## src/rtl/risc_prog_loader.sv

```systemverilog
// risc_prog_loader: byte-stream image loader that fills instruction memory, checks an XOR sum and gates core reset
module risc_prog_loader #(
  parameter int ADDR_W = 10,
  parameter int DATA_W = 32
) (
  input  logic              clk,
  input  logic              rst,
  input  logic              in_valid,
  input  logic [7:0]        in_byte,
  output logic              in_ready,
  input  logic              reload,
  output logic              imem_we,
  output logic [ADDR_W-1:0] imem_addr,
  output logic [DATA_W-1:0] imem_wdata,
  output logic              cpu_rst,
  output logic              load_done,
  output logic              load_err
);
  localparam int DEPTH = 1 << ADDR_W;
  typedef enum logic [2:0] {S_CNT_HI, S_CNT_LO, S_DATA, S_WRITE, S_CHK, S_RUN, S_ERR} state_t;
  state_t state, nxt;
  logic [15:0] count;
  logic [ADDR_W:0] widx;
  logic [1:0] bidx;
  logic [7:0] xsum;
  logic [DATA_W-1:0] word;
  logic acc, last, restart;
  assign in_ready = state inside {S_CNT_HI, S_CNT_LO, S_DATA, S_CHK};
  assign acc = in_valid & in_ready;
  assign last = 16'(widx) == count - 16'd1;
  assign restart = reload & (state inside {S_RUN, S_ERR});
  assign imem_we = state == S_WRITE;
  assign imem_addr = widx[ADDR_W-1:0];
  assign imem_wdata = word;
  assign cpu_rst = state != S_RUN;
  assign load_done = state == S_RUN;
  assign load_err = state == S_ERR;
  always_comb begin
    nxt = state;
    case (state)
      S_CNT_HI: nxt = acc ? S_CNT_LO : S_CNT_HI;
      S_CNT_LO: if (acc) nxt = int'({count[15:8], in_byte}) > DEPTH ? S_ERR :
                               {count[15:8], in_byte} == 16'd0 ? S_CHK : S_DATA;
      S_DATA:   nxt = acc && bidx == 2'd3 ? S_WRITE : S_DATA;
      S_WRITE:  nxt = last ? S_CHK : S_DATA;
      S_CHK:    if (acc) nxt = in_byte == xsum ? S_RUN : S_ERR;
      default:  nxt = restart ? S_CNT_HI : state;
    endcase
  end
  always_ff @(posedge clk) begin
    if (rst) begin
      state <= S_CNT_HI;
      count <= '0;
      widx  <= '0;
      bidx  <= '0;
      xsum  <= '0;
      word  <= '0;
    end else begin
      state <= nxt;
      if (acc && state != S_CHK) xsum <= xsum ^ in_byte;
      if (acc && state == S_CNT_HI) count[15:8] <= in_byte;
      if (acc && state == S_CNT_LO) count[7:0] <= in_byte;
      if (acc && state == S_DATA) begin
        word <= {word[DATA_W-9:0], in_byte};
        bidx <= bidx + 2'd1;
      end
      if (state == S_WRITE) widx <= widx + 1'b1;
      if (restart) begin
        widx <= '0;
        bidx <= '0;
        xsum <= '0;
      end
    end
  end
endmodule
```

## config.mk

```make
export PLATFORM = sky130hd
export DESIGN_NAME = risc_prog_loader
export DESIGN_NICKNAME = d
export VERILOG_FILES = /design/src/rtl/risc_prog_loader.sv
export SDC_FILE = /design/constraint.sdc
export NUM_CORES = 1
export LEC_CHECK = 0
export CAP_MARGIN = 20
export CORE_MARGIN = 1
export CORE_UTILIZATION = 31
export CTS_BUF_LIST = sky130_fd_sc_hd__clkbuf_4
export CTS_CLUSTER_SIZE = 25
export DETAILED_ROUTE_END_ITERATION = 10
export PLACE_DENSITY = 0.51
export SLEW_MARGIN = 20
export SYNTH_ARGS = -nofsm -noshare
export SYNTH_HDL_FRONTEND = slang
export SYNTH_SLANG_ARGS = --single-unit
export TNS_END_PERCENT = 20
```

## constraint.sdc

```tcl
create_clock -name clk -period 2.5 [get_ports clk]
set_input_delay 0.375 -clock clk [delete_from_list [all_inputs] [get_ports clk]]
set_output_delay 0.375 -clock clk [all_outputs]
set_load 0.005 [all_outputs]
```

== Yosys cells after proc, flatten, opt, wreduce, memory -nomap -nowiden ==
Index checks and enable logic that the tools add are counted.

* Reduce and logical (&&, ||, !) cells: 12
* Add/subtract/negate cells: 3
* Order comparisons: 1
* Mux-type cells: 10
* Eq/ne operators: 13
* Bitwise operators: 3

{| class="wikitable"
|+ Operators by type and width
! cell !! count
|-
| $mux W3 || 6
|-
| $eq A11 B16 Y1 || 1
|-
| $gt A16 B11 Y1 const B || 1
|-
| $logic_not A16 Y1 || 1
|-
| $sub A16 B1 Y16 const B || 1
|-
| $pmux W3 S5 || 1
|-
| $add A11 B1 Y11 const B || 1
|-
| $eq A3 B3 Y1 const B || 3
|-
| $eq A8 B8 Y1 || 1
|-
| $xor A8 B8 Y8 || 1
|-
| $eq A3 B2 Y1 const B || 2
|-
| $ne A3 B3 Y1 const B || 2
|-
| $reduce_bool A6 Y1 || 1
|-
| $logic_and A1 B1 Y1 || 5
|-
| $ne A2 B2 Y1 const B || 2
|-
| $reduce_bool A4 Y1 || 1
|-
| $eq A3 B1 Y1 const B || 1
|-
| $logic_not A3 Y1 || 1
|-
| $reduce_and A3 Y1 || 1
|-
| $add A2 B1 Y2 const B || 1
|-
| $and A1 B1 Y1 || 2
|-
| $eq A2 B2 Y1 const B || 1
|-
| $mux W1 || 2
|-
| $mux W2 || 1
|-
| other kinds (2) || 2
|}

* Logic and storage cells: 49
* Register bits: 72

== Longest topological paths before layout ==
* Depth after elaboration: 6
* Depth in mapped cells: 10
* Mapped depth without buffers: 8

== Least setup slack after synthesis ==
OpenSTA, ideal clock, no wires.

* Path kind: register -> register
* Start: reg count[0]
* End: reg state[1]
* Stages on the path, launching flop included: 11
* Path buffers: 2
* Setup slack: 247 ps
* Arrival time: 2122 ps
* Cells stage by stage: dfxtp_1 -> clkbuf_1 -> inv_1 -> ha_1 -> buf_2 -> nor3b_1 -> a21oi_1 -> or4bb_1 -> a22oi_1 -> and3_1 -> o41ai_2

* Longest elaborated chain between the ends: 4

{| class="wikitable"
|+ RTL lines
! what !! line !! RTL
|-
| from (decl) || 22 || <nowiki>logic [15:0] count;</nowiki>
|-
| from (signal assigned) || 62 || <nowiki>if (acc && state == S_CNT_LO) count[7:0] <= in_byte;</nowiki>
|-
| $sub A16 B1 Y16 || 30 || <nowiki>assign last = 16'(widx) == count - 16'd1;</nowiki>
|-
| $eq A11 B16 Y1 || 30 ||
|-
| $mux W3 || 45 || <nowiki>S_WRITE: nxt = last ? S_CHK : S_DATA;</nowiki>
|-
| $pmux W3 S5 || 40 || <nowiki>case (state)</nowiki>
|-
| to (signal assigned) || 59 || <nowiki>state <= nxt;</nowiki>
|-
| to (decl) || 21 || <nowiki>state_t state, nxt;</nowiki>
|}

Every way passes these cells.
A chain may end at the register's enable or synchronous reset.

== Final worst setup path ==
* Start: reg state[0]
* End: out imem_we

* Longest elaborated chain between the ends: 1

{| class="wikitable"
|+ RTL lines
! what !! line !! RTL
|-
| $eq A3 B2 Y1 || 32 || <nowiki>assign imem_we = state == S_WRITE;</nowiki>
|-
| to (decl) || 12 || <nowiki>output logic imem_we,</nowiki>
|}

Every way passes these cells.

==> flow_summary.ini <==
[run_status]
outcome = finished, final reports clean

[cts]
cts_tree = built
cts_repair_resize_count = 0
cts-root-buf = sky130_fd_sc_hd__clkbuf_4
clkTransAtPathRegs_ps = 150
cts_max_level = 3
post_cts.repair.setup_buffers = 0
clock_latency_ps = 430
postCtsHoldBufs = 0
clk_path_buf_depth = 2
clock_sink_count = 72
tritoncts.num_buffers = 9

[logic_synthesis]
synth.net_count = 457
synth.yosys.seq_area_share_pct = 41.1
yosys.cell_types.count = 56
synth_flop_cell = sky130_fd_sc_hd__dfxtp_1
synth_cells = 442
asyncSetResetFlopFracSynth_pct = 0
avgSynthCellArea_um2 = 7.93
yosysWarningCount = 0
synth_area_um2 = 3500
ys_seq_elements = 72
synth_edf_count = 0

[setup_path]
criticalPathCategory = reg2out
cp-start-kind = flop
timing.critical_path.max_delay_family = buffers and inverters
critical_path_cell_by_cell = nand2_1, nor2_4, clkdlybuf4s50_1
worst-endpoint-required_ps = 2120
cp_num_buf_inv = 1
critical_path.max_stage_delay_ps = 560
worst-endpoint-arrival_ps = 1960
crit_fanout = 9
critical_path.slowest_cell = sky130_fd_sc_hd__clkdlybuf4s50_1
critical_path.endpoint_type = output pin

[cells_and_area]
finish.net_count = 502
ff_latch_area_um2 = 1440
n_fill_cell = 1163
design_area_um2 = 4280
multi_input_comb_area_um2 = 1870
final_cell_mix = sky130_fd_sc_hd__nand2_1 (120), sky130_fd_sc_hd__dfxtp_1 (71), sky130_fd_sc_hd__a21oi_1 (58)
final-instance-count-excl-fill = 632
layout_commonest_cell = sky130_fd_sc_hd__nand2_1
share_of_cells_above_drive_strength_1_pct = 8.33
n_antenna_cell = 0
area_growth_pct = 22.3

[power]
irDropWorstVdd_v = 0.000224
power-per-cell-area_nw_per_um2 = 544
power_leakage_uw = 0.00148

[timing]
finalSetupViolations = 0
layout_worst_path_cycle_share_pct = 93.3
final.setup.worst_slack_ps = 169
fin_worst_hold_slack_ps = 320
totalNegativeSetupSlack_ps = 0
clock_skew_ps = 24.8
report.final.slew_viol_count = 0
grt_setup_unrepaired = no
final.min_clock_period_ps = 2330
finalHoldViolCount = 0
worst_slew_margin_rel_pct = 62.4
clock.fmax_mhz = 429
worst-slew-pin-transition_ps = 563

[placement]
placement.io_buffers = 58
placed_cells_incl_taps = 616
dp_hpwl_mm = 6.26
place_worst_setup_slack_ps = 317
place.gp.congestion = 0.816
post_dp_cell_area_um2 = 4150

[grt]
first_pass_grt_wire_length_mm = 14.7
via_count_of_the_first_global_routing_pass = 2911
initial_antenna_violation_count = 0
grt_max_degree = 37
groute.usage.overall_pct = 15.9
grt.overflow.total = 0

[hold_path]
hold_path.class = in2reg

[detailed_routing]
remaining_drc_errors = 0
post_detailed_route_wirelength_per_cell_um = 14.0
ant_nets = 0
starting_drt_drc_count = 168
drt_first_pass_iters = 4
detail_route.wirelength_mm = 8.82
route.detailed.vias_per_inst = 4.85
via_count = 3066

[floorplanning]
die_h_um = 108
die_area_um2 = 11700
core_region_area_um2 = 10900
floorplan.die.width_um = 108
start_util_pct = 32.0
row_count = 38
io_pins = 59

[job]
cap_violations = 0
-- layout make-up --
type | instances | area share, %
multi-input cells | 331 | 43.7
flip-flops and latches | 72 | 33.7
well taps | 140 | 4.09
repair buffers | 67 | 15.0
clock inverters | 7 | 1.46
clock buffers | 9 | 1.58
inverters | 6 | 0.526
-- where the power goes --
part	leakage, uW	internal, uW	switching [uW]	total, uW
Combinational	0.000835	170	198	368
Sequential	0.000584	1190	62.1	1250
Clock	0.0000630	224	487	711
-- metrics by stage --
step                total power, uW  util (%)
global route                   2450      39.2
floorplan                      1520         -
finish                         2330      39.2
global placement               1640      38.0
detailed placement             1640      38.0
CTS                            2360      39.2
-- cell usage after synthesis, types with 5 or more instances --
cell type                  number  area (um^2)
sky130_fd_sc_hd__o21ai_0        5         25.0
sky130_fd_sc_hd__xnor2_1       19          166
sky130_fd_sc_hd__a21oi_1       58          290
sky130_fd_sc_hd__nor3_1         7         35.0
sky130_fd_sc_hd__xor2_1        18          158
sky130_fd_sc_hd__inv_1          5         18.8
sky130_fd_sc_hd__nand3_1        9         45.0
sky130_fd_sc_hd__buf_4         10         75.1
sky130_fd_sc_hd__dfxtp_1       72         1440
sky130_fd_sc_hd__nand4_1        5         31.3
sky130_fd_sc_hd__clkbuf_1      19         71.3
sky130_fd_sc_hd__nor2_1        28          105
sky130_fd_sc_hd__nand2_1      120          450
sky130_fd_sc_hd__and3_1         7         43.8
-- sequential cells by signal, indices dropped and copies added (netlist names) --
| signal | flops |
|---|---|
| bidx | 2 |
| imem_wdata | 32 |
| xsum | 8 |
| state | 3 |
| count | 16 |
| widx | 11 |
-- per-layer routing --
metal  up-vias  global-route usage (%)  share of wire [%]
met5         -                       0                  0
met4         0                    4.63                1.1
met3         8                    2.89                3.4
met2        59                    23.8                 44
met1      1423                    23.0                 52
li1       1576                       -                  -
-- cells by family after synthesis --
family,Yosys count,share of synthesized area [%]
compound gates,81,13.5
xor+xnor,38,9.93
fa+ha+maj,3,1.07
buf+inv,39,5.54
flops,72,41.1
mux,4,1.18
simple gates,205,27.6
-- worst paths after layout --
check / startpoint / endpoint / slack, ps / depth (start not counted)
max reg2reg: count[0] / state[1] / 280 / 8
min: rst / imem_wdata[21] / 320 / 2
min reg2reg: imem_wdata[6] / imem_wdata[14] / 460 / 2
max: state[0] / imem_we / 170 / 3
Power figures use the tool's default switching activity.
